$ cat config.mk
export PLATFORM = sky130hd
export DESIGN_NAME = if_fetch
export DESIGN_NICKNAME = d
export VERILOG_FILES = /design/src/rtl/if_fetch.sv
export SDC_FILE = /design/constraint.sdc
export NUM_CORES = 1
export LEC_CHECK = 0
export BUFFER_PORTS_ARGS = -buffer_cell sky130_fd_sc_hd__buf_2
export CAP_MARGIN = 5
export CORE_MARGIN = 2
export CORE_UTILIZATION = 40
export CTS_BUF_LIST = sky130_fd_sc_hd__clkbuf_8
export CTS_CLUSTER_SIZE = 20
export DETAILED_ROUTE_END_ITERATION = 8
export GPL_TIMING_DRIVEN = 0
export PLACE_DENSITY_LB_ADDON = 0.25
export SLEW_MARGIN = 40
export SYNTH_ARGS = -nofsm -noshare
export SYNTH_HDL_FRONTEND = slang
export SYNTH_SLANG_ARGS = --single-unit
$ cat constraint.sdc
create_clock -name clk -period 5.18 [get_ports clk]
set_input_delay 0.259 -clock clk [delete_from_list [all_inputs] [get_ports clk]]
set_output_delay 0.259 -clock clk [all_outputs]
set_load 0.05 [all_outputs]
$ cat src/rtl/if_fetch.sv
// Instruction-fetch stage: owns the PC, drives a single-outstanding
// instruction-bus master and holds one fetched instruction for IF/ID.
module if_fetch #(
    parameter logic [31:0] RESET_PC = 32'h0000_0000
) (
    input  logic        clk,
    input  logic        rst,
    input  logic [5:0]  stall,
    input  logic        flush,
    input  logic [31:0] new_pc,
    input  logic        branch_flag_i,
    input  logic [31:0] branch_target_address_i,
    input  logic [31:0] ibus_data_i,
    input  logic        ibus_ack_i,
    output logic        ibus_req_o,
    output logic [31:0] ibus_addr_o,
    output logic [31:0] if_pc,
    output logic [31:0] if_inst,
    output logic        stallreq_o
);

    typedef enum logic [1:0] {
        IDLE    = 2'd0,
        BUSY    = 2'd1,
        DISCARD = 2'd2
    } state_t;

    state_t      state_reg, state_next;
    logic [31:0] pc_reg, pc_next;
    logic [31:0] target_reg, target_next;
    logic        pending_reg, pending_next;
    logic        buf_valid_reg, buf_valid_next;
    logic [31:0] buf_pc_reg, buf_pc_next;
    logic [31:0] buf_inst_reg, buf_inst_next;
    logic        req_reg, req_next;
    logic [31:0] addr_reg, addr_next;

    logic consume;
    logic branch_acc;
    logic wrong_path;
    logic issue;

    // Only the PC, IF and ID stall bits matter to this stage.
    logic unused_stall;
    assign unused_stall = ^stall[5:3];

    assign consume    = buf_valid_reg & ~stall[1] & ~flush;
    assign branch_acc = branch_flag_i & ~stall[2] & ~flush;
    // Buffer already holds the delay slot, so anything fetched from pc_reg is wrong-path.
    assign wrong_path = branch_acc & buf_valid_reg;

    // State register with synchronous active-low reset.
    always_ff @(posedge clk) begin
        if (!rst) begin
            state_reg     <= IDLE;
            pc_reg        <= RESET_PC;
            target_reg    <= 32'h0;
            pending_reg   <= 1'b0;
            buf_valid_reg <= 1'b0;
            buf_pc_reg    <= 32'h0;
            buf_inst_reg  <= 32'h0;
            req_reg       <= 1'b0;
            addr_reg      <= 32'h0;
        end else begin
            state_reg     <= state_next;
            pc_reg        <= pc_next;
            target_reg    <= target_next;
            pending_reg   <= pending_next;
            buf_valid_reg <= buf_valid_next;
            buf_pc_reg    <= buf_pc_next;
            buf_inst_reg  <= buf_inst_next;
            req_reg       <= req_next;
            addr_reg      <= addr_next;
        end
    end

    // Next-state: bus FSM, buffer fill/consume, PC sequencing, branch and flush redirect.
    always_comb begin
        state_next     = state_reg;
        pc_next        = pc_reg;
        target_next    = target_reg;
        pending_next   = pending_reg;
        buf_valid_next = buf_valid_reg;
        buf_pc_next    = buf_pc_reg;
        buf_inst_next  = buf_inst_reg;
        req_next       = req_reg;
        addr_next      = addr_reg;
        issue          = 1'b0;

        if (consume) begin
            buf_valid_next = 1'b0;
        end

        case (state_reg)
            IDLE: begin
                issue = ~flush & ~stall[0] & (~buf_valid_reg | consume);
            end
            BUSY: begin
                if (ibus_ack_i) begin
                    req_next   = 1'b0;
                    addr_next  = 32'h0;
                    state_next = IDLE;
                    if (~flush & ~wrong_path) begin
                        buf_pc_next    = addr_reg;
                        buf_inst_next  = ibus_data_i;
                        buf_valid_next = 1'b1;
                    end
                end else if (flush | wrong_path) begin
                    state_next = DISCARD;
                end
            end
            DISCARD: begin
                if (ibus_ack_i) begin
                    req_next   = 1'b0;
                    addr_next  = 32'h0;
                    state_next = IDLE;
                end
            end
            default: begin
                state_next = IDLE;
            end
        endcase

        if (issue) begin
            req_next  = 1'b1;
            addr_next = pc_reg;
            if (wrong_path) begin
                // Request goes out but its data is thrown away; fetch resumes at the target.
                pc_next    = branch_target_address_i;
                state_next = DISCARD;
            end else begin
                state_next = BUSY;
                if (branch_acc) begin
                    // This issue is the delay slot; the following fetch is the target.
                    pc_next      = branch_target_address_i;
                    pending_next = 1'b0;
                end else if (pending_reg) begin
                    pc_next      = target_reg;
                    pending_next = 1'b0;
                end else begin
                    pc_next = pc_reg + 32'd4;
                end
            end
        end else if (branch_acc) begin
            if (buf_valid_reg || state_reg == BUSY) begin
                // Delay slot is buffered or in flight: next fetch is the target.
                pc_next = branch_target_address_i;
            end else begin
                // Delay slot still has to be fetched from pc_reg; remember the target.
                target_next  = branch_target_address_i;
                pending_next = 1'b1;
            end
        end

        if (flush) begin
            pc_next        = new_pc;
            buf_valid_next = 1'b0;
            pending_next   = 1'b0;
        end
    end

    assign ibus_req_o  = req_reg;
    assign ibus_addr_o = addr_reg;
    assign if_pc       = buf_valid_reg ? buf_pc_reg : 32'h0;
    assign if_inst     = buf_valid_reg ? buf_inst_reg : 32'h0;
    assign stallreq_o  = ~buf_valid_reg & ~flush;

endmodule
Yosys cells after proc, flatten, opt, wreduce, memory -nomap -nowiden. Index checks and enable logic that the tools add are counted.

Bits in registers: 165. Input port bits: 107. Word-level logic and storage cells: 82.

Add/sub/neg operators: 1. Eq/ne operators: 7. Mux-type cells: 30. Bitwise gates (word level): 20. Reductions and logical operators: 15.

Operators with widths (count): $mux 32 (12); $add 32x3->32 const B (1); $mux 1 (12); $reduce_and 3->1 (4); $mux 2 (5); $and 1x1->1 (9); $not 1->1 (9); $ne 2x2->1 const B (3); $pmux 2 s3 (1); $reduce_bool 2->1 (3); $reduce_bool 3->1 (2); $ne 4x4->1 const B (1); $reduce_and 2->1 (2); $reduce_or 2->1 (2); $ne 3x3->1 const B (1); $eq 2x1->1 const B (1); $eq 2x2->1 const B (1); $logic_not 2->1 (1); $or 1x1->1 (2); $logic_or 1x1->1 (1).

Longest topological paths before layout. Gate-level depths: netlist (run 1).

Depth after elaboration: 9. Mapped depth: 9. Mapped depth without buffers: 7.

Least setup slack after synthesis (run 1). OpenSTA, ideal clock, no wires.

Path kind: flip-flop to flip-flop. Start: register pc_reg[5]. End: register pc_reg[25]. Setup time: 58 ps. Data arrival time: 1935 ps. Data required time: 5122 ps. Slack: 3187 ps. Stages on the path, launching flop included: 7. Buffers on the path: 1. Period minus slack after synthesis: 1993 ps. Cells stage by stage: dfxtp_1 -> nand3_2 -> or4_4 -> buf_6 -> or4_1 -> a21oi_1 -> o211a_1.

Cells in the longest elaborated chain, start to end: 6.

Ends and longest elaborated chain: from (decl) (RTL line 29) `logic [31:0] pc_reg, pc_next;`; from (signal assigned) (RTL line 66) `pc_reg <= pc_next;`; $add 32x3->32 (RTL line 141) `pc_next = pc_reg + 32'd4;`; $mux 32 (RTL line 137) `end else if (pending_reg) begin`; $mux 32 (RTL line 133) `if (branch_acc) begin`; $mux 32 (RTL line 127) `if (wrong_path) begin`; $mux 32 (RTL line 124) `if (issue) begin`; $mux 32 (RTL line 155) `if (flush) begin`.

No other way between the ends. A chain may end at the register's enable or synchronous reset.

Final worst setup path (run 1).
Start: register buf_valid_reg. End: register pc_reg[2].

Cells in the longest elaborated chain, start to end: 7.

Ends and longest elaborated chain: from (decl) (RTL line 32) `logic buf_valid_reg, buf_valid_next;`; from (signal assigned) (RTL line 69) `buf_valid_reg <= buf_valid_next;`; $and 1x1->1 (2 in series) (RTL line 47) `assign consume = buf_valid_reg & ~stall[1] & ~flush;`; $or 1x1->1 (RTL line 96) `issue = ~flush & ~stall[0] & (~buf_valid_reg | consume);`; $and 1x1->1 (RTL line 96); $mux 1 (RTL line 94) `case (state_reg)`; $reduce_bool 3->1 (no line) / $mux 32 (equally long branches); $reduce_and 2->1 (no line) / $mux 32 (equally long branches).

Parallel ways exist; a longest one is shown, timed or not.

==> impl_metrics.py, run 1 <==
metrics = {
    "worst_setup_path": {
        "worstRegToRegCells": 8,
        "setup.worst_path.class": "reg -> reg",
        "worstReg2RegEnd": "pc_reg[2]$_SDFFE_PN0P_",
        "critPathBufInv": 3,
        "worstReg2RegStart": "buf_valid_reg$_SDFF_PP0_",
        "cp_top_family": "buffers and inverters",
        "critPathMaxFanout": 10,
        "crit_path_end_kind": "flip-flop",
        "slowest_delay_ps": 550,
        "worst_ep_required_time_ps": 5530,
        "crit_slowest_cell": "clkbuf_1",
        "r2r_slack_ps": 2390,
        "crit_path_start_kind": "flip-flop",
        "cp.arrival_ps": 3140,
        "crit_chain": "clkbuf_1 -> and2_1 -> buf_2 -> nor4_1 -> clkbuf_1 -> mux2_2 -> mux2i_1 -> o21ai_0",
        "path_common_cell": "clkbuf_1",
    },
    "routing": {
        "wl_met3_um": 2490,
        "met1_length_um": 12300,
        "vias_per_cell": 5.35,
        "dr.pass1.iters": 5,
        "met2_length_um": 11500,
        "drtAntennaViolNets": 0,
        "drt-total-wl_um": 26800,
        "drc_errors": 0,
        "wire_per_inst_um": 17.5,
        "routed-via-count": 8194,
        "highest_layer": "met4",
        "drtIter0Drc": 787,
    },
    "hold_path": {
        "min-delay-start": "ibus_data_i[7]",
        "hold_path_class": "in -> reg",
        "whs_endpoint": "buf_inst_reg[7]$_SDFFE_PN0P_",
        "holdPathStages": 3,
    },
    "synth": {
        "syn_area_per_cell_um2": 7.68,
        "ys.flop_type": "dfxtp_1",
        "synthArstFlopShare_pct": 0,
        "synth.largest_area_cell": "dfxtp_1",
        "synth_seq_cells": 165,
        "syn_nets": 1135,
        "syn_inst": 1024,
        "synth-edff-count": 0,
        "synth_top_cells_by_area": "dfxtp_1 (42%), nand2_1 (11%), a21oi_1 (8.0%), and2_1 (5.9%), clkbuf_1 (3.4%)",
        "seq_area_frac_synth_pct": 42.0,
        "synth_cell_types": 63,
        "synth_area_um2": 7870,
        "synth_top_area_share_pct": 42.0,
        "yosysWarnings": 0,
    },
    "finish": {
        "drive_above_1_share_pct": 19.7,
        "final_area_um2": 9650,
        "multi_input_area_um2": 4120,
        "seqCellArea_um2": 3300,
        "fillers": 2004,
        "layout_commonest_cell": "nand2_1",
        "layout.nets": 1364,
        "syn_to_final_growth_pct": 22.6,
        "final_cell_mix": "nand2_1 (236), buf_2 (202), dfxtp_1 (165)",
    },
    "die": {
        "start_util_pct": 40.6,
        "die_area_um2": 20800,
        "num_rows": 51,
        "coreArea_um2": 19400,
        "die_w_um": 144,
        "num_io_pins": 205,
        "die_h_um": 144,
    },
    "flow_run": {
        "drv_cap": 0,
    },
    "placement": {
        "place.gp.congestion": 0.945,
        "dpl-instance-area_um2": 9200,
        "dp_hpwl_um": 20300,
        "port_buffers": 201,
    },
    "timing": {
        "slew_headroom_pct": 40.4,
        "setup_viol": 0,
        "drv_slew": 0,
        "hold_viol_final": 0,
        "fin_skew_ps": 13.5,
        "fin_crit_sh_pct": 53.9,
        "clock.fmax_mhz": 358,
        "worstMarginPinSlew_ps": 886,
        "period_needed_ps": 2790,
        "finalSetupTns_ps": 0,
        "grt_setup_unrepaired": "no",
    },
    "global_route": {
        "grt_max_degree": 17,
        "antenna_found_initial": 1,
        "grt_pass1_vias": 7135,
        "grt_pass1_wl_um": 40300,
        "grt_use_total_pct": 25.3,
        "gr-total-overflow": 0,
    },
    "pwr": {
        "ir_drop_mv": 0.166,
        "power.total_uw": 2690,
        "p_leak_uw": 0.00380,
        "powerDensity_nw_per_um2": 279,
    },
    "clock_network": {
        "clk_pin_slew_worst_paths_ps": 100,
        "post_cts_buffers": 0,
        "cts_tree": "built",
        "clockRootBuffer": "clkbuf_8",
        "cts_resized": 0,
        "clockBufferDepth": 2,
        "htreeDepth": 4,
        "cts_hold_buf": 9,
        "clock_latency_ps": 470,
        "clock-sinks": 165,
        "numCtsBuffers": 17,
    },
    "status": {
        "outcome": "complete, no violations",
    },
}
## tightest hold or removal path: cells and delay by family
family / cells / cell delay, ps
buf+inv: 1 / 90
compound gates: 1 / 50
simple gates: 1 / 40
## report_power, final
group,switching [uW],internal [uW],total [uW]
Clock,513,346,860
Sequential,64.0,1320,1390
Combinational,286,157,444
Total,863,1830,2690
## Yosys cell counts (all sizes together) (7+ instances only)
master and number:
a21oi 126, and2 74, nand4 13, nand3 20
nor3 14, a31oi 8, a21o 7, nand2b 15
inv 15, buf 7, o22ai 8, a211oi 13
nor4 15, nand2 236, o21ai 21, o31ai 7
nor2 60, clkbuf 75, a22oi 34, dfxtp 165
## routing by layer
metal  vias to the layer above  GRT usage, %
met5                         -             0
met4                         0          7.46
met3                        38          5.79
met2                       390          37.8
met1                      3735          36.3
li1                       4031             -
## final cells by class
class / instances / area share [%]
sequential: 165 / 34.2
clock inverter: 14 / 1.06
antenna: 1 / 0.0259
tap: 265 / 3.44
inverter: 16 / 0.623
clock buffer: 18 / 2.57
timing repair buffer: 210 / 11.4
multi-input combinational: 760 / 42.7
buffer: 83 / 3.94
## cells by family (layout without fill, tap and decap cells)
group	Yosys count	after routing	synth area share, %
compound gates	277	277	22.6
other cells	0	1	0
simple gates	466	466	27.6
mux	5	5	0.652
flops	165	165	42.0
xor+xnor	8	8	0.891
buf+inv	99	341	5.60
fa+ha+maj	4	4	0.636
## worst max-delay path by stage
stage / startpoint / cells after the start / end / slack [ps]
final: buf_valid_reg$_SDFF_PP0_ / 8 / pc_reg[2]$_SDFFE_PN0P_ / 2390
after CTS: buf_valid_reg$_SDFF_PP0_ / 5 / if_pc[8] / 2480
after global placement: buf_valid_reg$_SDFF_PP0_ / 8 / pc_reg[2]$_SDFFE_PN0P_ / 2410
after global routing: buf_valid_reg$_SDFF_PP0_ / 8 / pc_reg[2]$_SDFFE_PN0P_ / 2280
after floorplan: pc_reg[5]$_SDFFE_PN0P_ / 6 / pc_reg[25]$_SDFFE_PN0P_ / 3190
after detailed placement: buf_valid_reg$_SDFF_PP0_ / 8 / pc_reg[2]$_SDFFE_PN0P_ / 2490
## through the flow
stage | cells | hold slack [ps] | util [%] | setup WS, ps
global route | 1532 | 2.42 | 49.7 | 2280
CTS | 1531 | 0.519 | 49.7 | 2480
detailed placement | 1490 | 442 | 47.4 | 2490
floorplan | 1024 | 392 | - | 3190
finish | 1532 | 14.4 | 49.7 | 2390
global placement | 1490 | 437 | 47.4 | 2410
(Power assumes the default switching activity.)
==> run 2, diff against run 1 <==
Settings changed: ABC_AREA set to 1.
Clock period 5.18 ns to 2.4 ns, I/O delays scaled along.
==> impl_metrics.py, run 2 <==
metrics = {
    "synth": {
        "synth_top_family_by_area": "simple AND/OR/NAND/NOR gates",
        "synthSimpleGateAreaFrac_pct": 22.7,
        "synth_area_um2": 8220,
        "syn_nets": 1386,
        "synth_xor_area_share_pct": 0.853,
        "ys.flop_type": "dfxtp_1",
        "synth_top_cells_by_area": "dfxtp_1 (40%), a21oi_1 (12%), nand2_1 (12%), o21ai_0 (9.0%), inv_1 (8.4%)",
        "syn_area_per_cell_um2": 6.44,
        "syn_inst": 1275,
        "synth_top_area_share_pct": 40.2,
        "synth-compound-area-share_pct": 22.5,
        "synthTopCellsByCount": "nand2_1 (266), a21oi_1 (205), inv_1 (184), dfxtp_1 (165), o21ai_0 (147)",
        "synth_most_common_cell": "nand2_1",
        "synth.largest_area_cell": "dfxtp_1",
        "synth_seq_cells": 165,
        "synthAdderAreaFrac_pct": 0.609,
        "synth-edff-count": 0,
        "synth_cell_types": 27,
        "synthArstFlopShare_pct": 0,
        "yosysWarnings": 0,
        "seq_area_frac_synth_pct": 40.2,
        "synthMuxAreaShare_pct": 0,
    },
    "pwr": {
        "p_int_uw": 4150,
        "ir_drop_mv": 0.342,
        "seqPwrFrac_pct": 50.2,
        "swShare_pct": 31.7,
        "powerDensity_nw_per_um2": 562,
        "power_frac_comb_pct": 17.1,
        "p_leak_uw": 0.00502,
        "p_switching_uw": 1920,
        "clkPwrFrac_pct": 32.7,
    },
    "die": {
        "num_io_pins": 205,
        "num_rows": 52,
        "die_h_um": 147,
        "coreArea_um2": 20200,
        "die_w_um": 147,
        "die_area_um2": 21700,
        "start_util_pct": 40.7,
    },
    "worst_setup_path": {
        "cp.arrival_ps": 2030,
        "crit_start": "buf_valid_reg$_SDFF_PP0_",
        "worstRegToRegCells": 9,
        "crit_slowest_cell": "dfxtp_1",
        "crit_path_start_kind": "flip-flop",
        "critPathMaxFanout": 10,
        "setup.worst_path.class": "reg -> out",
        "cp_top_family": "buffers and inverters",
        "r2r_slack_ps": 360,
        "worst_ep_required_time_ps": 2280,
        "worstReg2RegEnd": "target_reg[18]$_SDFFE_PN0P_",
        "slowest_delay_ps": 400,
        "crit_chain": "clkbuf_2 -> clkbuf_1 -> nand2_1 -> inv_1 -> buf_2",
        "crit_path_end_kind": "output port",
        "critPathBufInv": 4,
        "worstReg2RegStart": "state_reg[0]$_SDFFE_PN0P_",
    },
    "hold_path": {
        "min-delay-start": "stall[1]",
        "hold_path_class": "in -> reg",
        "whs_endpoint": "buf_valid_reg$_SDFF_PP0_",
        "holdPathStages": 5,
    },
    "global_route": {
        "grt_use_total_pct": 26.1,
        "grt_max_degree": 17,
        "gr-total-overflow": 0,
        "antenna_found_initial": 0,
        "grt_pass1_vias": 8555,
        "grt_pass1_wl_um": 44700,
    },
    "finish": {
        "antenna_cells": 0,
        "layout.nets": 1691,
        "syn_to_final_growth_pct": 31.3,
        "fillers": 2109,
        "layout_commonest_cell": "nand2_1",
        "fin_util_pct": 53.5,
        "drive_above_1_share_pct": 17.8,
        "layout.cells.non_filler": 1862,
        "final_cell_mix": "nand2_1 (266), buf_2 (225), a21oi_1 (205)",
    },
    "timing": {
        "grt_setup_unrepaired": "no",
        "hold_viol_final": 0,
        "finalSetupTns_ps": 0,
        "fin_crit_sh_pct": 89.5,
        "clock.fmax_mhz": 466,
        "fin_skew_ps": 13.4,
        "drv_slew": 0,
        "worstMarginPinSlew_ps": 759,
        "setup_viol": 0,
        "slew_headroom_pct": 49.4,
        "fin_ws_ps": 252,
        "period_needed_ps": 2150,
    },
    "clock_network": {
        "cts_tree": "built",
        "clockBufferDepth": 2,
        "clock_latency_ps": 470,
        "htreeDepth": 4,
        "clockRootBuffer": "clkbuf_8",
        "clk_pin_slew_worst_paths_ps": 90,
        "numCtsBuffers": 17,
        "clock-sinks": 165,
        "post_cts_buffers": 0,
    },
    "placement": {
        "place_ws_ps": 405,
        "place.gp.congestion": 0.933,
        "port_buffers": 200,
        "dp_cells": 1745,
        "dp_hpwl_um": 20900,
    },
    "flow_run": {
        "drv_cap": 0,
    },
    "routing": {
        "dr.pass1.iters": 7,
        "routed-via-count": 9173,
        "drt-total-wl_um": 28200,
        "wire_per_inst_um": 15.1,
        "drc_errors": 0,
        "drtIter0Drc": 615,
        "drtAntennaViolNets": 0,
        "vias_per_cell": 4.93,
    },
    "status": {
        "outcome": "complete, no violations",
    },
}
==> run 2: cell types whose count changed after synthesis, moves of 48 or more <==
cell | before | now
nor2_1 | 60 | 116
nand3_1 | 18 | 66
o21ai_0 | 21 | 147
a21oi_1 | 126 | 205
inv_1 | 14 | 184
and2_1 | 74 | 0
==> run 2: layout make-up <==
class                      count  area, um2  share of cell area (%)
sequential                   165       3300                    30.6
tap                          270        338                    3.13
inverter                     189        709                    6.58
clock inverter                13        121                    1.13
multi-input combinational    840       3830                    35.5
timing repair buffer         286       1860                    17.3
clock buffer                  18        248                    2.30
buffer                        81        370                    3.43
==> run 2: logic make-up after synthesis <==
kind of cell               Yosys count
and+or+nand+nor                    464
AOI/OAI and AO/OA                  364
buffers and inverters              270
DFF                                165
xor gates and xnor gates             8
adders and majority gates            4
==> run 2: power groups by stage <==
stage          clock network (uW)  registers [uW]  logic, uW
2_1_floorplan                   0            3110        540
3_3_place_gp                    0            3100        908
3_5_place_dp                    0            3100        915
4_1_cts                      2020            3040       1030
5_1_grt                      2130            3060       1160
6_report                     1990            3040       1040
==> run 2: stage by stage <==
step	cell area [um2]	power, uW	hold slack [ps]
after floorplan	8220	3650	268
after global placement	9550	4010	381
after detailed placement	9550	4020	390
after CTS	10800	6080	0.476
after global routing	10800	6350	28.4
final	10800	6070	27.3
==> run 2: worst max path at each step <==
stage,end,slack [ps],cells past startpoint
6_report,if_pc[13],250,5
5_1_grt,pc_reg[20]$_SDFFE_PN0P_,110,12
4_1_cts,if_pc[13],200,5
3_5_place_dp,target_reg[18]$_SDFFE_PN0P_,400,9
3_3_place_gp,target_reg[18]$_SDFFE_PN0P_,430,9
2_1_floorplan,pc_reg[28]$_SDFFE_PN0P_,470,9
==> run 2: repair_timing <==
item	4_1_cts	5_1_grt
hold endpoints to repair	86	0
resized for setup	1	0
endpoints found under the setup margin	32	0
hold buffers	86	0
==> run 2: worst register-to-register path, cell delays in order (launching register included) <==
cell and delay [ps]:
dfxtp_1 370, inv_1 70, ha_1 230, nand3_2 140, buf_2 260, nand2_2 220
inv_2 150, buf_2 270, o21ai_0 130, a21oi_1 140
==> run 2: routing by layer <==
metal  share of wire (%)  track usage (%)
met1                  45             34.8
met2                  46             42.9
met3                 6.3             3.88
met4                 2.8             9.66
met5                   0                0
